===== config.mk =====
export PLATFORM = sky130hd
export DESIGN_NAME = instr_fetch_unit
export DESIGN_NICKNAME = d
export VERILOG_FILES = /design/src/rtl/fetch_pkg.sv /design/src/rtl/rtype_decoder.sv /design/src/rtl/instr_fetch_unit.sv
export SDC_FILE = /design/constraint.sdc
export NUM_CORES = 1
export LEC_CHECK = 0
export CAP_MARGIN = 20
export CORE_UTILIZATION = 30
export CTS_CLUSTER_DIAMETER = 30
export DETAILED_ROUTE_END_ITERATION = 16
export PLACE_DENSITY = 0.64
export SLEW_MARGIN = 10
export SYNTH_ARGS = -nofsm -noshare
export SYNTH_HDL_FRONTEND = slang
export SYNTH_HIERARCHICAL = 1
export SYNTH_SLANG_ARGS = --single-unit

===== constraint.sdc =====
create_clock -name clk -period 4.74 [get_ports clk]
set_clock_uncertainty 0.15 [all_clocks]
set_input_delay 0.948 -clock clk [delete_from_list [all_inputs] [get_ports clk]]
set_output_delay 0.948 -clock clk [all_outputs]
set_load 0.03 [all_outputs]

===== src/rtl/fetch_pkg.sv =====
// Shared types for the instruction fetch unit: ALU op encoding,
// R-type funct codes and FSM state constants.
package fetch_pkg;

    typedef enum logic [2:0] {
        ALU_NOP     = 3'd0,
        ALU_ADD     = 3'd1,
        ALU_SUB     = 3'd2,
        ALU_OR      = 3'd3,
        ALU_AND     = 3'd4,
        ALU_MUL     = 3'd5,
        ALU_ILLEGAL = 3'd6
    } alu_op_t;

    localparam logic [5:0] FUNCT_ADD = 6'b100000;
    localparam logic [5:0] FUNCT_SUB = 6'b100010;
    localparam logic [5:0] FUNCT_OR  = 6'b100101;
    localparam logic [5:0] FUNCT_AND = 6'b100100;
    localparam logic [5:0] FUNCT_MUL = 6'b011000;

    typedef logic [1:0] state_t;

    localparam state_t S_IDLE  = 2'd0;
    localparam state_t S_FETCH = 2'd1;
    localparam state_t S_DRAIN = 2'd2;
    localparam state_t S_DONE  = 2'd3;

endpackage


===== src/rtl/rtype_decoder.sv =====
// Combinational MIPS R-type splitter: register fields, shamt and
// ALU op classification from a 32-bit instruction word.
module rtype_decoder
    import fetch_pkg::*;
(
    input  logic [31:0] instr,
    output logic [4:0]  rs,
    output logic [4:0]  rt,
    output logic [4:0]  rd,
    output logic [4:0]  shamt,
    output alu_op_t     alu_op
);

    assign rs    = instr[25:21];
    assign rt    = instr[20:16];
    assign rd    = instr[15:11];
    assign shamt = instr[10:6];

    always_comb begin
        alu_op = ALU_ILLEGAL;
        if (instr[31:26] == 6'd0) begin
            unique case (instr[5:0])
                FUNCT_ADD: alu_op = ALU_ADD;
                FUNCT_SUB: alu_op = ALU_SUB;
                FUNCT_OR:  alu_op = ALU_OR;
                FUNCT_AND: alu_op = ALU_AND;
                FUNCT_MUL: alu_op = ALU_MUL;
                default:   alu_op = ALU_ILLEGAL;
            endcase
        end
    end

endmodule


===== src/rtl/instr_fetch_unit.sv =====
// Sequential reader of the instruction memory feeding a valid/ready decode stream.
// Optional ILLEGAL_TRAP_EN: stop the run and flag err on an illegal word.
module instr_fetch_unit
    import fetch_pkg::*;
#(
    parameter int ADDR_W = 5,
    parameter int DATA_W = 32,
    parameter int DEPTH  = 32
) (
    input  logic              clk,
    input  logic              rst,
    input  logic              start,
    input  logic [ADDR_W:0]   count,
    output logic [ADDR_W-1:0] mem_index,
    output logic              mem_rd,
    output logic              mem_wr,
    input  logic [DATA_W-1:0] mem_data,
    output logic              out_valid,
    input  logic              out_ready,
    output logic [DATA_W-1:0] instr,
    output logic [4:0]        rs,
    output logic [4:0]        rt,
    output logic [4:0]        rd,
    output logic [4:0]        shamt,
    output alu_op_t           alu_op,
    output logic              busy,
    output logic              done,
    output logic              err
);

    state_t          state;
    logic [ADDR_W:0] remaining;
    logic [ADDR_W:0] count_eff;
    alu_op_t         dec_op;
    alu_op_t         op_q;
    logic            skip;

    rtype_decoder u_dec (
        .instr  (instr[31:0]),
        .rs     (rs),
        .rt     (rt),
        .rd     (rd),
        .shamt  (shamt),
        .alu_op (dec_op)
    );

    assign mem_wr    = 1'b0;
    assign count_eff = (count > (ADDR_W+1)'(DEPTH)) ? (ADDR_W+1)'(DEPTH) : count;
    assign alu_op    = out_valid ? op_q : ALU_NOP;

`ifdef ILLEGAL_TRAP_EN
    assign op_q = dec_op;
    assign skip = out_valid && out_ready && (dec_op == ALU_ILLEGAL);

    always_ff @(posedge clk) begin
        if (rst)       err <= 1'b0;
        else if (skip) err <= 1'b1;
    end
`else
    assign op_q = (dec_op == ALU_ILLEGAL) ? ALU_NOP : dec_op;
    assign skip = 1'b0;
    assign err  = 1'b0;
`endif

    always_ff @(posedge clk) begin
        if (rst) begin
            state     <= S_IDLE;
            remaining <= '0;
            mem_index <= '0;
            mem_rd    <= 1'b0;
            out_valid <= 1'b0;
            instr     <= '0;
            busy      <= 1'b0;
            done      <= 1'b0;
        end else begin
            done <= 1'b0;
            unique case (state)
                S_IDLE: begin
                    if (start) begin
                        if (count_eff == '0) begin
                            done  <= 1'b1;
                            state <= S_DONE;
                        end else begin
                            remaining <= count_eff;
                            mem_index <= '0;
                            mem_rd    <= 1'b1;
                            busy      <= 1'b1;
                            state     <= S_FETCH;
                        end
                    end
                end
                S_FETCH: begin
                    if (skip) begin
                        out_valid <= 1'b0;
                        mem_rd    <= 1'b0;
                        state     <= S_DRAIN;
                    end else if (!out_valid || out_ready) begin
                        instr     <= mem_data;
                        out_valid <= 1'b1;
                        remaining <= remaining - (ADDR_W+1)'(1);
                        // last word: stop reading without advancing the index
                        if (remaining == (ADDR_W+1)'(1)) begin
                            mem_rd <= 1'b0;
                            state  <= S_DRAIN;
                        end else begin
                            mem_index <= mem_index + ADDR_W'(1);
                        end
                    end
                end
                S_DRAIN: begin
                    if (!out_valid || out_ready) begin
                        out_valid <= 1'b0;
                        busy      <= 1'b0;
                        done      <= 1'b1;
                        state     <= S_DONE;
                    end
                end
                S_DONE: state <= S_IDLE;
                default: state <= S_IDLE;
            endcase
        end
    end

endmodule


==> impl_metrics.csv, run 1 <==
group,metric,value,unit
run_status,status,"finished clean",
timing,post-route-period-util,0.707,
detailed_routing,finalWirelength,6.67,mm
hold_path,hold_depth,2,
pwr,p_seq_frac,0.305,
pwr,switching_power,0.000876,W
placed_design,hpwl,4.78,mm
placed_design,io_buffers,105,
cells_and_area,drive_above_1_share,0.0526,
synthesis,netlist_top_cells_area,"dfxtp_1 (39%), nand2_1 (11%), a21oi_1 (8.7%)",
synthesis,synthDominantCellAreaShare,0.387,
critical_path,worstPathArrival,2250,ps
synthesis,synth_warnings,6,
critical_path,worst-setup-path-type,"reg2out",
detailed_routing,dr_total_vias,2488,
synthesis,netlist_area,0.00254,mm^2
detailed_routing,drt_iter0_drc,93,
pwr,pwr-share-clk,0.154,
clock_network,cts.sinks,49,
pwr,power.leakage,1.26,nW
clock_network,htreeDepth,2,
detailed_routing,ant_nets,0,
critical_path,r2r_setup_slack,2140,ps
synthesis,synthDistinctLibCells,54,
flow_run,drv_cap,0,
critical_path,worst_setup_path_end_kind,"primary output",
detailed_routing,via_per_inst,4.94,
synthesis,synth_most_common_cell,"nand2_1",
detailed_routing,first_pass_iters,4,
pwr,power.density,554,mW/mm^2
critical_path,critical_path_required,3640,ps
critical_path,rr_worst_depth,7,
grt,antenna_found_initial,0,
grt,grt_start_max_net_pins,53,
die,start_util,0.309,
die,core-area,0.00822,mm^2
critical_path,worstSetupEndpoint,"alu_op[2]",
synthesis,synthCells,322,
pwr,p_sw_frac,0.437,
synthesis,ys.flop_type,"dfxtp_1",
cells_and_area,fin_cells,504,
critical_path,startpoint,"instr[5]$_SDFFE_PP0P_",
detailed_routing,drc,0,
clock_network,cts_tree,"built",
timing,fin_tns_setup,0,ps
cells_and_area,fillCellCount,832,
synthesis,ys_top_cells_by_count,"nand2_1 (76), dfxtp_1 (49), a21oi_1 (44), buf_4 (22), clkbuf_1 (12)",
grt,grt_pass1_wl,10.8,mm
cells_and_area,layout.nets,446,
synthesis,syn_avg_cell_area,7.88,um^2
synthesis,yosys_register_bits,49,
grt,grt_pass1_vias,2312,
clock_network,cts_setup_buffers,0,
grt,track_usage,0.152,
cells_and_area,num_antenna_cells,0,
critical_path,cp-start-kind,"register",
synthesis,synthArstFlopShare,0,
synthesis,synth_seq_area_share,0.387,
die,die_area,0.00883,mm^2
pwr,max-vdd-ir-drop,0.232,mV
clock_network,cts_buffer_depth,2,
timing,hold_viol,0,
timing,tightest_slew,1030,ps
critical_path,timing.rr.end,"mem_index[3]$_SDFFE_PP0P_",
placed_design,dp.cells,495,
critical_path,crit_fanout,4,
synthesis,yosysTopAreaCell,"dfxtp_1",
timing,fmax,298,MHz
clock_network,ctsRootBufferMaster,"clkbuf_8",
synthesis,synth_edf_count,0,
cells_and_area,area_growth,42.5,%
die,io_pins,108,
pwr,power_frac_comb,0.541,
die,die_h,94.0,um
grt,grt-ovfl-total,0,
detailed_routing,routedWlPerCell,13.2,um
hold_path,hold_class,"reg2reg",
clock_network,cts_resized,0,
timing,finalCriticalPeriod,3350,ps
clock_network,clk_latency,300,ps
die,die_w,94.0,um
clock_network,cts_buffers,5,
clock_network,path_clk_slew,90,ps
pwr,internal_power,0.00113,W
critical_path,r2r_start,"state[1]$_SDFFE_PP0P_",
clock_network,cts_hold_buf,0,
timing,slew_headroom,0.314,
timing,slew_viol_final,0,
placed_design,place.gp.congestion,0.817,
timing,setup-violations-final,0,
timing,rsz0062_at_grt,"no",
die,rows,33,
cell type report:
type | instances | area (um^2) | area share
flip-flops and latches | 49 | 981 | 0.271
repair buffers | 108 | 1080 | 0.298
well taps | 105 | 131 | 0.0363
clock inverters | 1 | 30.0 | 0.00830
clock buffers | 7 | 86.3 | 0.0239
multi-input cells | 223 | 1270 | 0.351
inverters | 11 | 41.3 | 0.0114
critical path, stage by stage (launching register included):
cell and delay [ps]:
dfxtp_1 370, nor3b_2 310, a21oi_1 70, or3_1 370, a21oi_1 160, clkdlybuf4s50_1 680
state kept, by name, summed over array words and instances, names as in the netlist:
register	count
done	1
mem_index	5
remaining	6
mem_rd	1
state	2
instr	32
out_valid	1
busy	1
per-layer routing:
metal	global-route usage	vias up	part of all wire
met2	0.262	86	0.48
met1	0.194	1161	0.44
met3	0.0291	7	0.065
met5	0	-	0
li1	-	1234	-
met4	0.0359	0	0.0063
power groups by stage:
| stage | clock network, W | logic [W] | registers, W |
|---|---|---|---|
| 2_1_floorplan | 0 | 0.000639 | 0.000741 |
| 3_3_place_gp | 0 | 0.00106 | 0.000615 |
| 3_5_place_dp | 0 | 0.00107 | 0.000620 |
| 4_1_cts | 0.000321 | 0.00108 | 0.000611 |
| 5_1_grt | 0.000338 | 0.00119 | 0.000627 |
| 6_report | 0.000308 | 0.00108 | 0.000610 |
cells in the final DEF (no fill, tap or decap), types with 6 or more instances in the layout:
| cell | count |
|---|---|
| clkdlybuf4s50_1 | 104 |
| nand2_1 | 76 |
| dfxtp_1 | 49 |
| a21oi_1 | 44 |
| inv_1 | 11 |
| nor2_1 | 8 |
| o21ai_0 | 7 |
| nand3_1 | 6 |
| nand2b_1 | 6 |
| ha_1 | 6 |
| clkbuf_8 | 6 |
kinds of logic (layout without fill, tap and decap cells):
family,Yosys count,after routing,share of synthesized area
AND/OR/NAND/NOR,127,127,0.246
AO/OA/AOI/OAI,86,86,0.215
buffers and inverters,51,127,0.114
flip-flops,49,49,0.387
adder cells (fa/ha/maj),6,6,0.0296
other,1,2,0.00148
XOR/XNOR,1,1,0.00345
multiplexers,1,1,0.00394
stage by stage:
stage          cell area [um^2]  total power, W  hold slack (ps)   util  setup WS (ps)
4_1_cts                    3600         0.00201              329  0.438           1380
3_5_place_dp               3480         0.00169              317  0.424           1690
5_1_grt                    3620         0.00215              349  0.440           1240
2_1_floorplan              2540         0.00138              342      -           1920
6_report                   3620         0.00200              321  0.440           1390
3_3_place_gp               3480         0.00168              306  0.424           1730
worst min-delay path by stage:
stage	from	end
floorplan	remaining[3]$_SDFFE_PP0P_	remaining[3]$_SDFFE_PP0P_
global route	instr[1]$_SDFFE_PP0P_	instr[1]$_SDFFE_PP0P_
global placement	instr[14]$_SDFFE_PP0P_	instr[14]$_SDFFE_PP0P_
detailed placement	instr[24]$_SDFFE_PP0P_	instr[24]$_SDFFE_PP0P_
finish	instr[18]$_SDFFE_PP0P_	instr[18]$_SDFFE_PP0P_
CTS	instr[14]$_SDFFE_PP0P_	instr[14]$_SDFFE_PP0P_
Power figures use the tool's default switching activity.
==> inputs of run 2 (changes only) <==
==> constraint.sdc (replaced) <==
create_clock -name clk -period 3.4 [get_ports clk]
set_clock_uncertainty 0.15 [all_clocks]
set_input_delay 0.68 -clock clk [delete_from_list [all_inputs] [get_ports clk]]
set_output_delay 0.68 -clock clk [all_outputs]
set_load 0.03 [all_outputs]
==> run 2 against run 1 <==
Compared with the run above:
- largest cell class unchanged
- clock power is 35% higher
- critical path type unchanged
- cell count up 0.79%
- sequential share of layout area is 0.13 points lower
- die area unchanged
- flip-flop and latch count is the same
==> impl_metrics.csv, run 2 (synthesis gave the netlist of run 1 again) <==
group,metric,value,unit
detailed_routing,ant_nets,0,
critical_path,worst-setup-path-type,"reg2out",
critical_path,worstPathArrival,2250,ps
timing,hold_viol,0,
pwr,max-vdd-ir-drop,0.367,mV
critical_path,critical_path_required,2570,ps
clock_network,cts_resized,0,
timing,tightest_slew,666,ps
clock_network,cts_setup_buffers,0,
die,core-area,0.00822,mm^2
pwr,total_power,0.00279,W
flow_run,drv_cap,0,
detailed_routing,routedWlPerCell,13.2,um
cells_and_area,final_cell_mix,"clkdlybuf4s50_1 (104), nand2_1 (76), dfxtp_1 (49), a21oi_1 (44), inv_1 (11)",
cells_and_area,fin_cells,508,
detailed_routing,finalWirelength,6.73,mm
die,die_w,94.0,um
grt,antenna_found_initial,0,
detailed_routing,first_pass_iters,4,
timing,rsz0062_at_grt,"no",
critical_path,cp-start-kind,"register",
clock_network,ctsRootBufferMaster,"clkbuf_8",
hold_path,hold_class,"reg2reg",
timing,setup-violations-final,0,
grt,grt_start_max_net_pins,28,
clock_network,cts.sinks,49,
cells_and_area,drive_above_1_share,0.0620,
critical_path,crit_fanout,3,
cells_and_area,seqCellArea,981,um^2
hold_path,hold_depth,2,
cells_and_area,num_antenna_cells,0,
grt,grt_pass1_vias,2223,
clock_network,cts_tree,"built",
cells_and_area,final_common_cell,"clkdlybuf4s50_1",
die,die_area,0.00883,mm^2
die,die_h,94.0,um
critical_path,rr_worst_depth,7,
timing,hold_slack,324,ps
clock_network,htreeDepth,2,
timing,finalCriticalPeriod,3080,ps
placed_design,io_buffers,105,
clock_network,path_clk_slew,90,ps
cells_and_area,regMostFlops,"instr",
cells_and_area,largest_register_ff_count,32,
grt,grt_pass1_wl,10.7,mm
cells_and_area,reg_top3,"instr: 32 flops, remaining: 6 flops, mem_index: 5 flops",
clock_network,cts_hold_buf,0,
placed_design,dp.cells,500,
detailed_routing,dr_total_vias,2464,
grt,track_usage,0.152,
clock_network,clk_latency,300,ps
pwr,power.density,768,mW/mm^2
critical_path,worst_setup_path_end_kind,"primary output",
detailed_routing,via_per_inst,4.85,
timing,fin_tns_setup,0,ps
grt,grt-ovfl-total,0,
timing,fmax,325,MHz
detailed_routing,drt_iter0_drc,138,
cells_and_area,layout.nets,450,
timing,slew_headroom,0.551,
cells_and_area,fillCellCount,859,
cells_and_area,area_growth,43.2,%
timing,slew_viol_final,0,
run_status,status,"finished clean",
timing,post-route-period-util,0.906,
die,rows,33,
die,start_util,0.309,
detailed_routing,drc,0,
timing,layout_setup_ws,320,ps
clock_network,cts_buffers,5,
placed_design,hpwl,5.05,mm
die,io_pins,108,
pwr,power.leakage,1.27,nW
placed_design,pre_cts_slack,636,ps
cells_and_area,multi_input_area,0.00127,mm^2
placed_design,place.gp.congestion,0.835,
clock_network,cts_buffer_depth,2,
## run 2: cell count changes in the layout (fill, tap and decap cells not counted)
| cell | previous run | this run |
|---|---|---|
| buf_4 | 2 | 7 |
| buf_8 | 1 | 0 |
| clkbuf_8 | 6 | 5 |
| clkinv_4 | 0 | 1 |
## run 2: worst paths after layout
kind	end	startpoint	slack [ps]
min	instr[24]$_SDFFE_PP0P_	instr[24]$_SDFFE_PP0P_	320
max	alu_op[2]	instr[31]$_SDFFE_PP0P_	320
max reg2reg	mem_index[1]$_SDFFE_PP0P_	state[1]$_SDFFE_PP0P_	1080
min reg2reg	instr[24]$_SDFFE_PP0P_	instr[24]$_SDFFE_PP0P_	320
## run 2: critical path, cell delays in order (launching register included)
cell,delay (ps)
dfxtp_1,350
nor4_4,300
nand3_1,130
or3_1,340
a21oi_1,150
clkdlybuf4s50_1,690
## run 2: final cells by class
class	instances	area share
Timing Repair Buffer	112	0.302
Sequential cell	49	0.270
Tap cell	105	0.0362
Clock inverter	2	0.0107
Inverter	11	0.0114
Multi-Input combinational cell	223	0.350
Clock buffer	6	0.0200
## run 2: per-layer routing
metal | GRT usage | part of all wire
met1 | 0.200 | 0.46
met2 | 0.255 | 0.48
met3 | 0.0332 | 0.055
met4 | 0.0282 | 0.0046
met5 | 0 | 0
## run 2: report_power, final
part / internal, W / switching (W) / leakage, nW / total, W
Combinational: 0.000625 / 0.000903 / 0.816 / 0.00153
Sequential: 0.000716 / 0.000132 / 0.400 / 0.000848
Clock: 0.000221 / 0.000194 / 0.0554 / 0.000415
## run 2: through the flow
step / cell area [um^2] / utilization
after floorplan: 2540 / -
after global placement: 3520 / 0.429
after detailed placement: 3520 / 0.429
after CTS: 3630 / 0.442
after global routing: 3630 / 0.442
final: 3630 / 0.442
